$ cat src/rtl/steak_drawer.sv
// -----------------------------------------------------------------------------
// steak_drawer
//
// Repaints a fixed rectangular steak sprite through the VGA adapter's
// pixel-plot interface, one pixel per clock.
//
// The sprite has two regions:
//   - a rim FAT_W pixels thick, painted with colour_fat;
//   - an interior painted with colour_muscle.
//
// A repaint starts once after reset. After that, one starts whenever either
// input colour differs from the pair that was last painted.
//
// Ports:
//   clk            system clock
//   reset          asynchronous active-high reset
//   colour_muscle  interior colour (9 bit)
//   colour_fat     rim colour (9 bit)
//   x, y           plot coordinates (8 / 7 bit)
//   colour         plot colour (9 bit)
//   plot           write strobe, high for every sprite pixel
//   busy           high from LOAD through DONE inclusive
//   done           one-cycle pulse after the last pixel
//
// All outputs are registered.
// -----------------------------------------------------------------------------
module steak_drawer #(
   parameter int X_ORIGIN = 72,
   parameter int Y_ORIGIN = 52,
   parameter int WIDTH    = 16,
   parameter int HEIGHT   = 16,
   parameter int FAT_W    = 2
) (
   input  logic       clk,
   input  logic       reset,
   input  logic [8:0] colour_muscle,
   input  logic [8:0] colour_fat,
   output logic [7:0] x,
   output logic [6:0] y,
   output logic [8:0] colour,
   output logic       plot,
   output logic       busy,
   output logic       done
);

   // Six-bit counters cover sprite sizes up to 32 with headroom.
   localparam logic [5:0] COL_LAST   = 6'(WIDTH - 1);
   localparam logic [5:0] ROW_LAST   = 6'(HEIGHT - 1);
   localparam logic [5:0] FAT_LO     = 6'(FAT_W);
   localparam logic [5:0] COL_FAT_HI = 6'(WIDTH - FAT_W);
   localparam logic [5:0] ROW_FAT_HI = 6'(HEIGHT - FAT_W);
   localparam logic [7:0] X_BASE     = 8'(X_ORIGIN);
   localparam logic [6:0] Y_BASE     = 7'(Y_ORIGIN);

   typedef enum logic [1:0] {IDLE, LOAD, DRAW, DONE} state_t;

   state_t     state, state_next;
   logic [8:0] snap_muscle, snap_muscle_next;
   logic [8:0] snap_fat, snap_fat_next;
   logic       pending, pending_next;
   logic [5:0] col, col_next, row, row_next;
   logic [5:0] col_step, row_step;
   logic [7:0] x_next;
   logic [6:0] y_next;
   logic [8:0] colour_next;
   logic       plot_next, busy_next, done_next;
   logic       changed;

   function automatic logic [8:0] pixel_colour(input logic [5:0] c, input logic [5:0] r,
                                               input logic [8:0] m, input logic [8:0] f);
      if (c < FAT_LO || c >= COL_FAT_HI || r < FAT_LO || r >= ROW_FAT_HI)
         return f;
      else
         return m;
   endfunction

   always_comb begin
      state_next       = state;
      snap_muscle_next = snap_muscle;
      snap_fat_next    = snap_fat;
      pending_next     = pending;
      col_next         = col;
      row_next         = row;
      x_next           = x;
      y_next           = y;
      colour_next      = colour;
      plot_next        = 1'b0;
      busy_next        = busy;
      done_next        = 1'b0;

      // Raster successor of the pixel currently on the outputs.
      col_step = (col == COL_LAST) ? 6'd0 : col + 6'd1;
      row_step = (col == COL_LAST) ? row + 6'd1 : row;
      changed  = (colour_muscle != snap_muscle) || (colour_fat != snap_fat);

      case (state)
         IDLE: begin
            if (pending || changed) begin
               state_next = LOAD;
               busy_next  = 1'b1;
            end
         end
         LOAD: begin
            // The first pixel is registered on the same edge that captures
            // the snapshot. Its colour therefore comes from the inputs, which
            // are the values being captured.
            snap_muscle_next = colour_muscle;
            snap_fat_next    = colour_fat;
            pending_next     = 1'b0;
            col_next         = 6'd0;
            row_next         = 6'd0;
            x_next           = X_BASE;
            y_next           = Y_BASE;
            colour_next      = pixel_colour(6'd0, 6'd0, colour_muscle, colour_fat);
            plot_next        = 1'b1;
            state_next       = DRAW;
         end
         DRAW: begin
            if (col == COL_LAST && row == ROW_LAST) begin
               done_next  = 1'b1;
               state_next = DONE;
            end else begin
               col_next    = col_step;
               row_next    = row_step;
               x_next      = X_BASE + {2'b00, col_step};
               y_next      = Y_BASE + {1'b0, row_step};
               colour_next = pixel_colour(col_step, row_step, snap_muscle, snap_fat);
               plot_next   = 1'b1;
            end
         end
         DONE: begin
            busy_next  = 1'b0;
            state_next = IDLE;
         end
         default: begin
            state_next = IDLE;
         end
      endcase
   end

   always_ff @(posedge clk or posedge reset) begin
      if (reset) begin
         state       <= IDLE;
         snap_muscle <= 9'd0;
         snap_fat    <= 9'd0;
         pending     <= 1'b1;
         col         <= 6'd0;
         row         <= 6'd0;
         x           <= 8'd0;
         y           <= 7'd0;
         colour      <= 9'd0;
         plot        <= 1'b0;
         busy        <= 1'b0;
         done        <= 1'b0;
      end else begin
         state       <= state_next;
         snap_muscle <= snap_muscle_next;
         snap_fat    <= snap_fat_next;
         pending     <= pending_next;
         col         <= col_next;
         row         <= row_next;
         x           <= x_next;
         y           <= y_next;
         colour      <= colour_next;
         plot        <= plot_next;
         busy        <= busy_next;
         done        <= done_next;
      end
   end

endmodule

$ cat config.mk
export PLATFORM = sky130hd
export DESIGN_NAME = steak_drawer
export DESIGN_NICKNAME = d
export VERILOG_FILES = /design/src/rtl/steak_drawer.sv
export SDC_FILE = /design/constraint.sdc
export NUM_CORES = 1
export LEC_CHECK = 0
export ABC_AREA = 1
export CAP_MARGIN = 20
export CELL_PAD_IN_SITES_DETAIL_PLACEMENT = 2
export CELL_PAD_IN_SITES_GLOBAL_PLACEMENT = 2
export CORE_MARGIN = 4
export CORE_UTILIZATION = 41
export DETAILED_ROUTE_END_ITERATION = 8
export DONT_BUFFER_PORTS = 1
export PLACE_DENSITY = 0.95
export SYNTH_ARGS = -nofsm -noshare
export SYNTH_HDL_FRONTEND = slang
export SYNTH_SLANG_ARGS = --single-unit
$ cat constraint.sdc
create_clock -name clk -period 5.3 [get_ports clk]
set_clock_uncertainty 0.05 [all_clocks]
set_input_delay 1.06 -clock clk [delete_from_list [all_inputs] [get_ports clk]]
set_output_delay 1.06 -clock clk [all_outputs]
set_load 0.02 [all_outputs]
==> metrics.md <==
| Metric | Value |
|---|---|
| Post-Syn Area per Cell | 8.50 sq um |
| Synth top cells by count | nand2_1 (81), dfrtp_1 (54), inv_1 (49) |
| Final hold vios | 0 |
| CTS Hold Bufs | 0 |
| Core Rows | 32 |
| # DRC | 0 |
| First-pass GRT wire length | 17.8 mm |
| Gate Count Post-Synth | 382 |
| Sink Count | 55 |
| Synth top area share | 41.6% |
| Die width | 97.0 um |
| Hold Worst Slack | around 0.42 ns |
| Dominant synthesized flop cell | dfrtp_1 |
| Finished Core Util | around 44% |
| Hold Crit Class | reg2reg |
| CP Capture Type | flop |
| CTS tree | yes |
| Number of synthesized flops with an enable pin | 0 |
| Die height | approximately 97 um |
| Number of distinct library cells after synthesis | 38 |
| CORE AREA | slightly below 8000 sq um |
| Critical Path AT | ~3.5 ns |
| Critical Path Source Type | flop |
| Syn Nets | 414 |
| Gr ovfl total | 0 |
| Clock H-tree levels | 2 |
| Postcts setup bufs | 0 |
| Period utilization | 63.0% |
| Pleak | 1.57 nW |
| Fin. max-slew vios | 0 |
| Detailed Route WL | 11.1 mm |
| Slowest cell delay on critical path | 0.60 ns |
| Min Tclk post-route | roughly 3.3 ns |
| Layout cells sized above 1 | between 15 and 20% |
| Initial DRC count | 108 |
| Vias/cell | 5.70 |
| Worst slew margin | 48.8% |
| CTS buffer count | 5 |
| CP dominant cell by count | inv_1 |
| Top cells by area, synth | dfrtp_1 (42%), nand2_1 (9.4%), inv_1 (5.7%) |
| Slowest-stage cell, CP | ha_1 |
| Top-count cell post-synth | nand2_1 |
| Fin nets | 407 |
| P&R area growth vs syn | 5.82% |
| Vias in the first global route | 3109 |
| Critical path's top delay family | simple AND/OR/NAND/NOR gates |
| CP max FO | 22 |
| Antenna cells | 0 |
| Async SR Flop Fraction | 100% |
| F_max | approximately 300 MHz |
| Clock Tree Root | clkbuf_8 |
| RSZ-0062 raised after global routing | no |
| Clk buf depth | 2 |
| Initial antenna violation count | 0 |
| Status | complete, no violations |
| VDD IR-drop max | ~0.28 mV |
| Mapped Area | between 3000 and 4000 sq um |
| Leading area contributor after synthesis | dfrtp_1 |
| Crit path cell chain | inv_1 > ha_1 > inv_1 > nor2_1 > inv_1 > nand2_1 > inv_2 > nor2_1 > a21oi_2 |
| Max-cap violations | 0 |
| Synth Register Bits | 55 |
| Gr usage total | 24.1% |
| Synth warn | 0 |
| CP Class | reg2reg |
| IO Count | 47 |
| Initial core utilization | 42.0% |
| Post-DP HPWL | 7.43 mm |
| Post-DR wirelength/cell | 23.2 um |
| Worst Max-Slew Pin Slew | around 0.77 ns |
| Port bufs | 0 |
| Clock Latency Late Sink | 0.33 ns |
| CTS resizes | 0 |
| Worst path bufs/invs | 4 |
| Reg clk slew, reported paths | 0.11 ns |
| Pwr Density | roughly 560 nW/um^2 |
| Maximum number of pins on one net before global-route repair | 56 |
| GP Congestion | 0.831 |
| Worst path required time | 5.47 ns |
| Final setup vio count | 0 |
| Die area | ~9400 sq um |
| First-pass detailed-route iteration total | 4 |
| Setup TNS | 0 ns |
| Vias | ~2700 |
| Antenna-violating nets left | 0 |
| Seq/Total Area, Yosys | 42.4% |
[registers in the layout (all words and copies together) (netlist names), 2 cells and up]
name	cells
colour	9
col	3
x	8
snap_muscle	9
row	4
state	2
snap_fat	9
y	7
[stage by stage]
stage	std cells	power, W	setup slack [ns]	instance area, sq um
after floorplan	382	0.00133	2.85	3250
after global placement	469	0.00143	2.45	3270
after detailed placement	469	0.00150	2.15	3270
after CTS	477	0.00191	2.02	3410
after global routing	478	0.00206	1.66	3440
final	478	0.00193	1.96	3440
[placed cells by master (no fill, tap or decap), types with 2 or more instances in the layout]
| cell | n |
|---|---|
| inv_2 | 4 |
| a21oi_2 | 10 |
| nor2_2 | 3 |
| a22o_1 | 5 |
| nand3_2 | 12 |
| or2_2 | 3 |
| o22ai_1 | 10 |
| clkbuf_8 | 5 |
| xor2_1 | 6 |
| nor3_1 | 2 |
| nand3_4 | 2 |
| bufinv_16 | 2 |
| nor2_8 | 2 |
| nor4_1 | 3 |
| nor2_1 | 19 |
| o21ai_0 | 30 |
| nand3_1 | 20 |
| xnor2_1 | 6 |
| nand2_2 | 12 |
| nand2_1 | 81 |
| inv_1 | 48 |
| o21ai_2 | 2 |
| a21oi_1 | 10 |
| ha_1 | 12 |
| dfrtp_1 | 54 |
[worst min-delay path, stage by stage (launching register included)]
cell and delay (ns):
dfstp_2 0.38, inv_1 0.06, nor2_1 0.04
[final cells by class]
cell class / instances / area [sq um]
Sequential cell: 55 / 1380
Clock buffer: 5 / 68.8
Inverter: 53 / 199
Tap cell: 102 / 128
Fill cell: 859 / 4290
Clock inverter: 3 / 67.6
Multi-Input combinational cell: 258 / 1560
Timing Repair Buffer: 2 / 35.0
[power by group]
| group | internal, W | leakage, nW | switching (W) |
|---|---|---|---|
| registers | 0.000554 | 0.678 | 0.000169 |
| logic | 0.000254 | 0.831 | 0.000608 |
| clock network | 0.000189 | 0.0644 | 0.000158 |
[worst paths after layout]
check                                startpoint  slack (ns)  cells past startpoint                     to
max in group asynchronous                 reset        3.95                      2       x[0]$_DFFE_PP0P_
hold reg to reg             pending$_DFFE_PP1P_        0.42                      2    pending$_DFFE_PP1P_
setup / recovery           state[0]$_DFFE_PP0P_        1.96                      9  colour[6]$_DFFE_PP0P_
setup reg to reg           state[0]$_DFFE_PP0P_        1.96                      9  colour[6]$_DFFE_PP0P_
hold / removal              pending$_DFFE_PP1P_        0.42                      2    pending$_DFFE_PP1P_
min in group asynchronous                 reset        0.75                      2       y[4]$_DFFE_PP0P_
[metal layers]
| metal | part of all wire (%) | up-vias | global-route usage, % | routed length (um) |
|---|---|---|---|---|
| met1 | 40 | 1380 | 29.0 | 4450 |
| met3 | 6.0 | 40 | 6.27 | 660 |
| li1 | - | 1214 | - | - |
| met5 | 0 | - | 0 | 0 |
| met2 | 50 | 90 | 39.8 | 5490 |
| met4 | 4.2 | 0 | 12.0 | 469 |
[cell families (layout without fill, tap and decap cells)]
family / after synthesis / in the layout / synth area share, %
fa+ha+maj: 12 / 12 / 4.62
simple gates: 163 / 163 / 26.3
compound gates: 71 / 71 / 13.9
xor+xnor: 12 / 12 / 3.24
buf+inv: 69 / 63 / 9.52
flops: 55 / 55 / 42.4
Note: power is estimated with default switching activity, not from simulation.
